[config.mk]
export PLATFORM = sky130hd
export DESIGN_NAME = serial_add_seq
export DESIGN_NICKNAME = d
export VERILOG_FILES = /design/src/rtl/serial_pkg.sv /design/src/rtl/serial_add_slice.sv /design/src/rtl/serial_add_seq.sv
export SDC_FILE = /design/constraint.sdc
export NUM_CORES = 1
export LEC_CHECK = 0
export ABC_AREA = 0
export CAP_MARGIN = 30
export CORE_MARGIN = 3
export CORE_UTILIZATION = 30
export DETAILED_ROUTE_END_ITERATION = 6
export PLACE_DENSITY_LB_ADDON = 0.15
export SYNTH_ARGS = -nofsm -noshare
export SYNTH_HDL_FRONTEND = slang
export SYNTH_SLANG_ARGS = --single-unit
[constraint.sdc]
create_clock -name clk -period 3.7 [get_ports clk]
set_input_delay 0.74 -clock clk [delete_from_list [all_inputs] [get_ports clk]]
set_output_delay 0.74 -clock clk [all_outputs]
set_load 0.05 [all_outputs]
[src/rtl/serial_pkg.sv]
// serial_pkg
//   Shared definitions for the bit-serial adder sequencer: FSM state
//   encodings and the default operand width.
package serial_pkg;

    localparam int SA_WIDTH_DEF = 8;

    // 2'b11 is unused; the FSM steers it back to ST_IDLE.
    typedef enum logic [1:0] {
        ST_IDLE  = 2'b00,
        ST_SHIFT = 2'b01,
        ST_DONE  = 2'b10
    } sa_state_e;

endpackage

[src/rtl/serial_add_slice.sv]
// serial_add_slice
//   One-bit full adder with a registered carry.
//   clk      : rising-edge clock
//   clr      : synchronous active-low clear of the carry flop
//   en       : advance the carry with the full-adder carry-out
//   a, b     : operand bits for this cycle
//   cin_load : value loaded into the carry when load is high
//   load     : seed the carry (takes priority over en)
//   s        : combinational sum bit (a ^ b ^ carry)
//   c        : current carry flop value
module serial_add_slice (
    input  logic clk,
    input  logic clr,
    input  logic en,
    input  logic a,
    input  logic b,
    input  logic cin_load,
    input  logic load,
    output logic s,
    output logic c
);

    logic r_carry;
    logic w_cnext;

    assign s       = a ^ b ^ r_carry;
    assign w_cnext = (a & b) | (a & r_carry) | (b & r_carry);
    assign c       = r_carry;

    always_ff @(posedge clk) begin
        if (!clr)      r_carry <= 1'b0;
        else if (load) r_carry <= cin_load;
        else if (en)   r_carry <= w_cnext;
    end

endmodule

[src/rtl/serial_add_seq.sv]
// serial_add_seq
//   Sequences a WIDTH-bit addition through a one-bit serial adder slice,
//   LSB first, then presents {cout, sum} on a valid/ready handshake.
//   clk                 : rising-edge clock
//   clr                 : synchronous active-low reset
//   in_valid/in_ready   : operand handshake (in_a, in_b, in_cin)
//   out_valid/out_ready : result handshake (out_sum, out_cout)
//   busy                : high while shifting or holding a result
module serial_add_seq
    import serial_pkg::*;
#(
    parameter int WIDTH = SA_WIDTH_DEF
) (
    input  logic             clk,
    input  logic             clr,
    input  logic             in_valid,
    output logic             in_ready,
    input  logic [WIDTH-1:0] in_a,
    input  logic [WIDTH-1:0] in_b,
    input  logic             in_cin,
    output logic             out_valid,
    input  logic             out_ready,
    output logic [WIDTH-1:0] out_sum,
    output logic             out_cout,
    output logic             busy
);

    localparam int             CW       = (WIDTH > 1) ? $clog2(WIDTH) : 1;
    localparam logic [CW-1:0]  CNT_LAST = CW'(WIDTH - 1);

    sa_state_e        r_state;
    sa_state_e        w_next;
    logic [CW-1:0]    r_cnt;
    logic [WIDTH-1:0] r_a_sr;
    logic [WIDTH-1:0] r_b_sr;
    logic [WIDTH-1:0] r_sum_sr;

    logic w_accept;
    logic w_shift;
    logic w_s;
    logic w_carry;

    assign w_accept = (r_state == ST_IDLE) && in_valid;
    assign w_shift  = (r_state == ST_SHIFT);

    serial_add_slice u_slice (
        .clk      (clk),
        .clr      (clr),
        .en       (w_shift),
        .a        (r_a_sr[0]),
        .b        (r_b_sr[0]),
        .cin_load (in_cin),
        .load     (w_accept),
        .s        (w_s),
        .c        (w_carry)
    );

    // State register
    always_ff @(posedge clk) begin
        if (!clr) r_state <= ST_IDLE;
        else      r_state <= w_next;
    end

    // Next-state logic
    always_comb begin
        w_next = r_state;
        case (r_state)
            ST_IDLE:  if (in_valid)           w_next = ST_SHIFT;
            ST_SHIFT: if (r_cnt == CNT_LAST)  w_next = ST_DONE;
            ST_DONE:  if (out_ready)          w_next = ST_IDLE;
            default:                          w_next = ST_IDLE;
        endcase
    end

    // Datapath: operand/sum shift registers and bit counter
    always_ff @(posedge clk) begin
        if (!clr) begin
            r_a_sr   <= '0;
            r_b_sr   <= '0;
            r_sum_sr <= '0;
            r_cnt    <= '0;
        end else if (w_accept) begin
            r_a_sr   <= in_a;
            r_b_sr   <= in_b;
            r_sum_sr <= '0;
            r_cnt    <= '0;
        end else if (w_shift) begin
            r_a_sr   <= r_a_sr >> 1;
            r_b_sr   <= r_b_sr >> 1;
            // New sum bit enters at the MSB so the LSB lands at bit 0 after WIDTH shifts.
            r_sum_sr <= (r_sum_sr >> 1) | (WIDTH'(w_s) << (WIDTH - 1));
            // Hold at the last count rather than wrapping.
            if (r_cnt != CNT_LAST) r_cnt <= r_cnt + 1'b1;
        end
    end

    // Outputs come from registered state; clr low masks everything to idle values.
    assign in_ready  = clr && (r_state == ST_IDLE);
    assign out_valid = clr && (r_state == ST_DONE);
    assign busy      = clr && ((r_state == ST_SHIFT) || (r_state == ST_DONE));
    assign out_sum   = out_valid ? r_sum_sr : '0;
    assign out_cout  = out_valid ? w_carry  : 1'b0;

endmodule

# Yosys cells after proc, flatten, opt, wreduce, memory -nomap -nowiden

Cells that the tools add are included.

Add/sub/neg operators: 1
Equal/unequal tests: 7
Multiplexer cells: 12
Bitwise gates (word level): 9
Reductions and logical operators: 10

Operator list:

| operator                                                               | number |
|---|---|
| 8-bit two-way mux                                                      | 5 |
| 7-bit by 8-bit bitwise OR with 8-bit output                            | 1 |
| 2-bit two-way mux                                                      | 3 |
| 2-bit != test (second input constant)                                  | 3 |
| 2-bit one-hot mux with 3 select lines                                  | 1 |
| 1-bit logical AND                                                      | 4 |
| 3-bit by 1-bit adder with 3-bit output (second input constant)         | 1 |
| 1-bit bitwise AND                                                      | 3 |
| 3-bit equality test (second input constant)                            | 1 |
| 1-bit two-way mux                                                      | 3 |
| 3-bit != test (second input constant)                                  | 1 |
| 3-bit AND reduction                                                    | 1 |
| 2-bit by 1-bit equality test with 1-bit output (second input constant) | 1 |
| 2-bit equality test (second input constant)                            | 1 |
| 2-bit zero test                                                        | 1 |
| 1-bit bitwise OR                                                       | 2 |
| 2-bit AND reduction                                                    | 1 |
| 2-bit nonzero test                                                     | 1 |
| 2-bit OR reduction                                                     | 1 |
| 1-bit bitwise XOR                                                      | 2 |
| 1-bit logical OR                                                       | 1 |
| 1-bit inverter                                                         | 1 |

Register bits after elaboration: 30
Bits of input ports: 21
Output and inout bits: 12
Logic and storage cells: 45

# Depth between registers and ports, before layout

Gate-level depths: netlist of the first run.

Depth after elaboration: 5
Depth in mapped cells: 7
Mapped depth without buffers: 5

# Hierarchy

From an unflattened synthesis of the first run, not the netlist that was laid out.

Cells, all modules: 148
Area total of the unflattened synthesis: 1492.7 um^2

Modules (own cells, without submodules):

| module           | times used | cells each | area an instance (um^2) | sequential area each (um^2) |
|---|---|---|---|---|
| serial_add_seq   | 1          | 143        | 1425.1                  | 580.6 |
| serial_add_slice | 1          | 5          | 67.6                    | 20.0 |

# Least setup slack after synthesis of the first run

No wires, ideal clock.

Path kind: input to output
From: input port clr
To: output port out_cout
Arrival: 1.483 ns
Required time: 2.960 ns
Path slack: 1.477 ns
Stages: 2
Buffers on the path: 1
Cells stage by stage: clkbuf_1 > and3_1

Word-level cells in the longest chain between the ends: 2

RTL lines:

| item              | RTL line              | text |
|---|---|---|
| start, declared   | serial_add_seq.sv:15  | `input logic clr,` |
| 1-bit logical AND | serial_add_seq.sv:99  | `assign out_valid = clr && (r_state == ST_DONE);` |
| 1-bit two-way mux | serial_add_seq.sv:102 | `assign out_cout = out_valid ? w_carry : 1'b0;` |
| end, declared     | serial_add_seq.sv:24  | `output logic out_cout,` |

Every way passes these cells.

# Final worst setup path of the first run

Same ends and word-level chain as after synthesis.

==> results of run 1 <==
## critical path, stage by stage
cell	delay, ns
clkdlybuf4s50_1	0.75
and3_1	0.30
buf_12	0.15
## state kept, by name, summed over array words and instances, names as in the netlist
register / flops
r_a_sr: 8
r_b_sr: 8
r_cnt: 3
r_state: 2
r_sum_sr: 8
u_slice.c: 1
## cell families after synthesis
group / synth area share, %
flip-flops: 39.87
buffers and inverters: 6.063
adder cells (fa/ha/maj): 6.312
multiplexers: 16.61
AND/OR/NAND/NOR: 15.61
AO/OA/AOI/OAI: 14.95
XOR/XNOR: 0.5815
## power by group through the flow
stage,registers (mW),clock network [mW],logic [mW]
CTS,0.390,0.281,0.311
finish,0.389,0.268,0.307
global route,0.394,0.293,0.340
global placement,0.396,0,0.304
detailed placement,0.398,0,0.309
floorplan,0.391,0,0.258
## metal layers
| metal | GRT usage [%] | routed length [um] | vias to the layer above |
|---|---|---|---|
| met4 | 7.065 | 74 | 0 |
| met3 | 3.052 | 128 | 7 |
| met5 | 0 | 0 | - |
| li1 | - | - | 574 |
| met1 | 12.54 | 1324 | 502 |
| met2 | 16.46 | 1390 | 22 |
## worst min path at each step
stage                             end  slack, ns  depth (start not counted)
final                     r_sum_sr[0]       0.49                          2
after global routing      r_sum_sr[0]       0.52                          2
after CTS                 r_sum_sr[0]       0.49                          2
after detailed placement  r_sum_sr[0]       0.47                          2
after global placement    r_sum_sr[0]       0.47                          2
after floorplan           r_sum_sr[0]       0.45                          2
## cell usage in the layout (no fill, tap or decap), drive strengths merged
| cell | count |
|---|---|
| nand3 | 2 |
| xnor2 | 1 |
| clkbuf | 7 |
| mux2i | 25 |
| clkdlybuf4s50 | 20 |
| nand3b | 2 |
| o311a | 1 |
| buf | 15 |
| dfxtp | 30 |
| a21boi | 2 |
| nor2 | 11 |
| fa | 1 |
| ha | 6 |
| nand2 | 18 |
| o311ai | 1 |
| inv | 3 |
| and3 | 9 |
| o41ai | 1 |
| nor2b | 3 |
| clkinv | 1 |
| and2 | 3 |
| o31ai | 1 |
| o211a | 15 |
## metrics by stage
step	cells	total power, mW
after CTS	245	0.9831
final	245	0.9635
after global placement	237	0.6998
after global routing	245	1.028
after floorplan	147	0.6483
after detailed placement	237	0.7067
## cell type report
cell class	count	area, sq um
Fill cell	478	2721
Multi-Input combinational cell	102	814.5
Sequential cell	30	600.6
Timing Repair Buffer	35	462.9
Clock buffer	7	86.33
Tap cell	67	83.83
Inverter	3	11.26
Clock inverter	1	5.005
==> qor.yml, run 1 <==
dominantRegCellSynth: "dfxtp_1"
grt_pass1_vias: 1082
async_reset_ff_share_pct: 0
reg2reg_from: "r_state[0]"
hold_violations: 0
p_sw_mw: 0.2962
comb_power_share_pct: 31.8
tightest_slew_ns: 0.7897
finalSetupTns_ns: 0
rr_endpoint: "r_cnt[0]"
period_share_pct: 72.59
syn-cell-area_sq_um: 1506
drc: 0
start_util_pct: 31.48
startpoint: "clr"
avgSynthCellArea_sq_um: 10.25
clock_skew_ns: 0.006482
crit_path_max_fanout: 15
r2r_slack_ns: 1.68
via_per_inst: 4.510
htreeDepth: 2
powerDensity_nw_per_um2: 466.7
p_int_mw: 0.6672
routedWlPerCell_um: 11.91
design_area_sq_um: 2064
grt_usage_pct: 10.57
die-width_um: 76.86
io_buffers: 32
overflow: 0
cts_sinks: 30
hold_buffers: 0
cp-start-kind: "input port"
worst_slack_ns: 1.014
final_util_pct: 43.14
cts_setup_buffers: 0
grt_max_degree: 20
post_cts_resized: 0
synth_fp_nets: 175
synthTopCellsByArea: "dfxtp_1 (40%), mux2i_1 (17%), o211a_1 (10%), ha_1 (5.0%), nand2_1 (4.5%)"
irDropWorstVdd_uv: 201.8
dp_hpwl_mm: 2.131
core_area_sq_um: 4786
yosysTopAreaCell: "dfxtp_1"
clk_latency_ns: 0.28
clk_path_buf_depth: 2
critPathKind: "input port to primary output"
antenna_left: 0
boundaryPins: 33
hold_start: "r_sum_sr[0]"
leakagePower_nw: 0.9640
maxCapViolCount: 0
dr.pass1.iters: 4
hold_path.class: "register to register"
cp_data_required_time_ns: 2.96
grt_pass1_wl_mm: 4.905
numCtsBuffers: 5
final.min_clock_period_ns: 2.686
synth_edf_count: 0
slew_headroom_pct: 47.36
ys_ff_latch: 30
final-setup-viol-count: 0
outcome: "finished, final reports clean"
globalplace.congestion: 0.7133
seqPwrFrac_pct: 40.4
cts-root-buf: "clkbuf_8"
post-synth-top-count-cell: "dfxtp_1"
cts.reportedPaths.clkPinSlew_ns: 0.06
placementRows: 25
initialDrtViolationCount: 35
synth_common_cells: "dfxtp_1 (30), mux2i_1 (25), nand2_1 (18)"
pwr-share-clk_pct: 27.8
end_kind: "primary output"
final_nets: 205
rsz0062_at_grt: "no"
num_vias: 1105
final-max-slew-violation-count: 0
whs_ns: 0.4922
synthCells: 147
synth_cell_types: 23
syn_to_final_growth_pct: 37.04
placed_area_sq_um: 1973
critPathArrivalTime_ns: 1.95
fmax_mhz: 372.3
crit_end: "out_cout"
cts_tree: "built"
antenna_found_initial: 0
synth_top_area_share_pct: 39.87
insertedDiodeCount: 0
swShare_pct: 30.75
die_area_sq_um: 5907
drive_above_1_share_pct: 14.04
wl_mm: 2.917
r2r_cells: 6
die_y_um: 76.86
place_ws_ns: 0.9812
yosys_warnings: 0
yosysSeqAreaShare_pct: 39.87
Power figures use the tool's default switching activity.
==> run 2: changes to the inputs <==
==> constraint.sdc (replaced) <==
create_clock -name clk -period 2.4 [get_ports clk]
set_input_delay 0.48 -clock clk [delete_from_list [all_inputs] [get_ports clk]]
set_output_delay 0.48 -clock clk [all_outputs]
set_load 0.05 [all_outputs]
==> run 2 against run 1 <==
Clock skew barely moved. Count of clock-buffer cells in the layout is the same. Non-clock buffer count unchanged. Critical path depth unchanged. Die area unchanged. Sequential share of layout area stayed put. Worst setup slack lost 0.71 ns. First-iteration DRC count is 34% higher. Critical path type unchanged.
==> qor.yml, run 2 (same netlist as run 1, synthesis figures left out) <==
post_cts_resized: 0
reg_top3: "r_a_sr (8), r_b_sr (8), r_sum_sr (8)"
syn_to_final_growth_pct: 37.04
routedWlPerCell_um: 12.18
design_area_sq_um: 2064
rsz0062_at_grt: "no"
insertedDiodeCount: 0
drc: 0
via_per_inst: 4.486
outcome: "finished, final reports clean"
htreeDepth: 2
power_mw: 1.478
wl_mm: 2.984
start_util_pct: 31.48
boundaryPins: 33
antenna_found_initial: 0
dp_hpwl_mm: 2.133
final_nets: 205
slew_headroom_pct: 68.23
finalSetupTns_ns: 0
clk_path_buf_depth: 2
grt_pass1_vias: 1108
hold_buffers: 0
slowest_stage: "clkdlybuf4s50_1"
cts_sinks: 30
placed_area_sq_um: 1973
whs_ns: 0.4866
final-max-slew-violation-count: 0
cp_data_required_time_ns: 1.92
globalplace.congestion: 0.7328
end_kind: "primary output"
leakagePower_nw: 0.9640
cts_setup_buffers: 0
initialDrtViolationCount: 47
hold_violations: 0
io_buffers: 32
period_share_pct: 87.42
final_common_cell: "dfxtp_1"
critPathKind: "input port to primary output"
tightest_slew_ns: 0.4753
clk_latency_ns: 0.27
die_y_um: 76.86
die_area_sq_um: 5907
powerDensity_nw_per_um2: 715.9
dr.pass1.iters: 6
final.min_clock_period_ns: 2.098
place_ws_ns: 0.3021
maxCapViolCount: 0
die-width_um: 76.86
cts_tree: "built"
drive_above_1_share_pct: 14.04
clock_skew_ns: 0.006923
fmax_mhz: 476.6
core_area_sq_um: 4786
hold_path.class: "register to register"
worst_slack_ns: 0.3020
final_cell_mix: "dfxtp_1 (30), mux2i_1 (25), clkdlybuf4s50_1 (20)"
grt_usage_pct: 10.61
cts-root-buf: "clkbuf_8"
cp-start-kind: "input port"
irDropWorstVdd_uv: 478.6
grt_max_degree: 28
grt_pass1_wl_mm: 5.126
critPathArrivalTime_ns: 1.62
crit_path_max_fanout: 13
final-setup-viol-count: 0
slowest_delay_ns: 0.71
cts.reportedPaths.clkPinSlew_ns: 0.06
placementRows: 25
overflow: 0
antenna_left: 0
numCtsBuffers: 5
crit_chain: "clkdlybuf4s50_1, and3_1, buf_12"
num_vias: 1099
-- run 2: cell counts in the layout (fill, tap and decap cells not counted) --
No cell type changed its count.
-- run 2: per-stage QoR --
stage / util, % / cells
4_1_cts: 43.14 / 245
2_1_floorplan: - / 147
5_1_grt: 43.14 / 245
3_5_place_dp: 41.23 / 237
6_report: 43.14 / 245
3_3_place_gp: 41.23 / 237
-- run 2: layer usage --
layer  vias up  share of wire, %  track usage, %
met2        23                47           17.07
met1       503                47           13.36
met4         0              0.57           3.261
met3         2               4.7           3.521
met5         -                 0               0
li1        571                 -               -
-- run 2: critical path: cells and delay by family --
family / cells / cell delay [ns]
simple gates: 1 / 0.28
buf+inv: 2 / 0.86
-- run 2: final timing paths --
check,from,to,slack [ns],depth (start not counted)
worst max-delay path,clr,out_cout,0.30,3
worst min-delay path,r_sum_sr[0],r_sum_sr[0],0.49,2
worst max register to register,r_state[0],r_a_sr[7],0.62,6
worst min register to register,r_sum_sr[0],r_sum_sr[0],0.49,2
-- run 2: area by class of cell --
cell class                      count  area (sq um)
Tap cell                           67         83.83
Inverter                            3         11.26
Multi-Input combinational cell    102         814.5
Fill cell                         439          2721
Sequential cell                    30         600.6
Clock inverter                      1         5.005
Timing Repair Buffer               35         462.9
Clock buffer                        7         86.33
-- run 2: where the power goes --
part           leakage (nW)  switching (mW)  total [mW]  internal [mW]
clock                0.0482           0.175       0.406          0.231
sequential            0.246          0.0402       0.602          0.562
combinational         0.670           0.238       0.470          0.232
==> run 3: changes to the inputs <==
--- a/config.mk
+++ b/config.mk
@@ -8,9 +8,10 @@
 export ABC_AREA = 0
 export CAP_MARGIN = 30
 export CORE_MARGIN = 3
-export CORE_UTILIZATION = 30
+export CORE_UTILIZATION = 45
 export DETAILED_ROUTE_END_ITERATION = 6
 export PLACE_DENSITY_LB_ADDON = 0.15
+export SLEW_MARGIN = 20
 export SYNTH_ARGS = -nofsm -noshare
 export SYNTH_HDL_FRONTEND = slang
 export SYNTH_SLANG_ARGS = --single-unit
==> run 3 against run 2 <==
Critical path depth rose by 1. Cell count shrank 9.8%. Combinational power hardly changed. Global-route usage is 4.8 points higher. Clock skew shrank 0.0038 ns. Count of clock-buffer cells in the layout unchanged. Final area shrank 3.0%. Wire length is 6.6% lower. Register-to-register slack about the same.
==> qor.yml, run 3 (same netlist as run 1, synthesis figures left out) <==
drc: 0
hold_buffers: 0
rsz0062_at_grt: "no"
reg_top3: "r_a_sr (8), r_b_sr (8), r_sum_sr (8)"
cts_sinks: 30
boundaryPins: 33
initialDrtViolationCount: 69
finalSetupTns_ns: 0
htreeDepth: 2
grt_usage_pct: 15.39
io_buffers: 32
cp-start-kind: "input port"
grt_max_degree: 34
end_kind: "primary output"
dp_cells: 214
dr.pass1.iters: 3
antenna_found_initial: 0
hold_violations: 0
post_cts_resized: 0
critPathArrivalTime_ns: 1.58
placed_area_sq_um: 1957
grt_pass1_wl_mm: 5.009
cts-root-buf: "clkbuf_4"
design_area_sq_um: 2002
dp_hpwl_mm: 1.945
clock_skew_ns: 0.003136
period_share_pct: 85.69
crit_path_max_fanout: 33
die_y_um: 63.86
leakagePower_nw: 0.9457
cts_setup_buffers: 0
layoutNonFillerInstCount: 221
antenna_left: 0
cts_tree: "built"
die_area_sq_um: 4078
critPathKind: "input port to primary output"
final_nets: 205
final-setup-viol-count: 0
syn_to_final_growth_pct: 32.89
clk_path_buf_depth: 2
hold_path.class: "register to register"
num_vias: 1109
core_area_sq_um: 3128
wl_mm: 2.787
maxCapViolCount: 0
irDropWorstVdd_uv: 411.0
outcome: "finished, final reports clean"
numCtsBuffers: 5
overflow: 0
final_cell_mix: "dfxtp_1 (30), mux2i_1 (25), clkdlybuf4s50_1 (20)"
cp_data_required_time_ns: 1.92
final_common_cell: "dfxtp_1"
routedWlPerCell_um: 12.61
power_mw: 1.340
fmax_mhz: 486.3
insertedDiodeCount: 0
die-width_um: 63.86
cts.reportedPaths.clkPinSlew_ns: 0.08
globalplace.congestion: 0.6725
slew_headroom_pct: 69.27
powerDensity_nw_per_um2: 669.5
via_per_inst: 5.018
final.min_clock_period_ns: 2.056
final_util_pct: 64.00
drive_above_1_share_pct: 12.99
start_util_pct: 48.16
placementRows: 20
grt_pass1_vias: 1146
clk_latency_ns: 0.31
tightest_slew_ns: 0.4598
final-max-slew-violation-count: 0
==> run 3: path summary, 6_finish.rpt <==
path | from | to | slack [ns] | depth (start not counted)
setup reg to reg | r_state[0] | r_b_sr[7] | 0.63 | 6
hold / removal | r_a_sr[7] | r_a_sr[7] | 0.50 | 2
setup / recovery | clr | out_cout | 0.34 | 4
hold reg to reg | r_a_sr[7] | r_a_sr[7] | 0.50 | 2
==> run 3: power breakdown <==
group	switching, mW	total (mW)	internal, mW
sequential	0.0403	0.601	0.561
clock	0.156	0.267	0.110
combinational	0.237	0.472	0.235
total	0.434	1.34	0.906
==> run 3: final cells by class <==
cell class	instances	area, sq um
well taps	44	55.05
fillers	266	1126
inverters	3	11.26
flip-flops and latches	30	600.6
clock buffers	7	45.04
repair buffers	35	475.5
multi-input cells	102	814.5
==> run 3: critical path, stage by stage <==
cell	delay [ns]
clkdlybuf4s50_1	0.51
buf_12	0.19
and3_1	0.24
buf_12	0.15
==> run 3: per-stage QoR <==
step / setup WS (ns) / hold slack, ns
after floorplan: 0.6647 / 0.4516
after global placement: 0.3722 / 0.4653
after detailed placement: 0.3646 / 0.4880
after CTS: 0.3211 / 0.5059
after global routing: 0.2366 / 0.5427
final: 0.3435 / 0.4964
==> run 3: routing by layer <==
layer	routed length (um)	global-route usage, %	up-vias	share of wire (%)
li1	-	-	572	-
met1	1270	18.12	513	46
met2	1364	25.68	22	49
met3	134	5.800	2	4.8
met4	18	4.852	0	0.65
met5	0	0	-	0
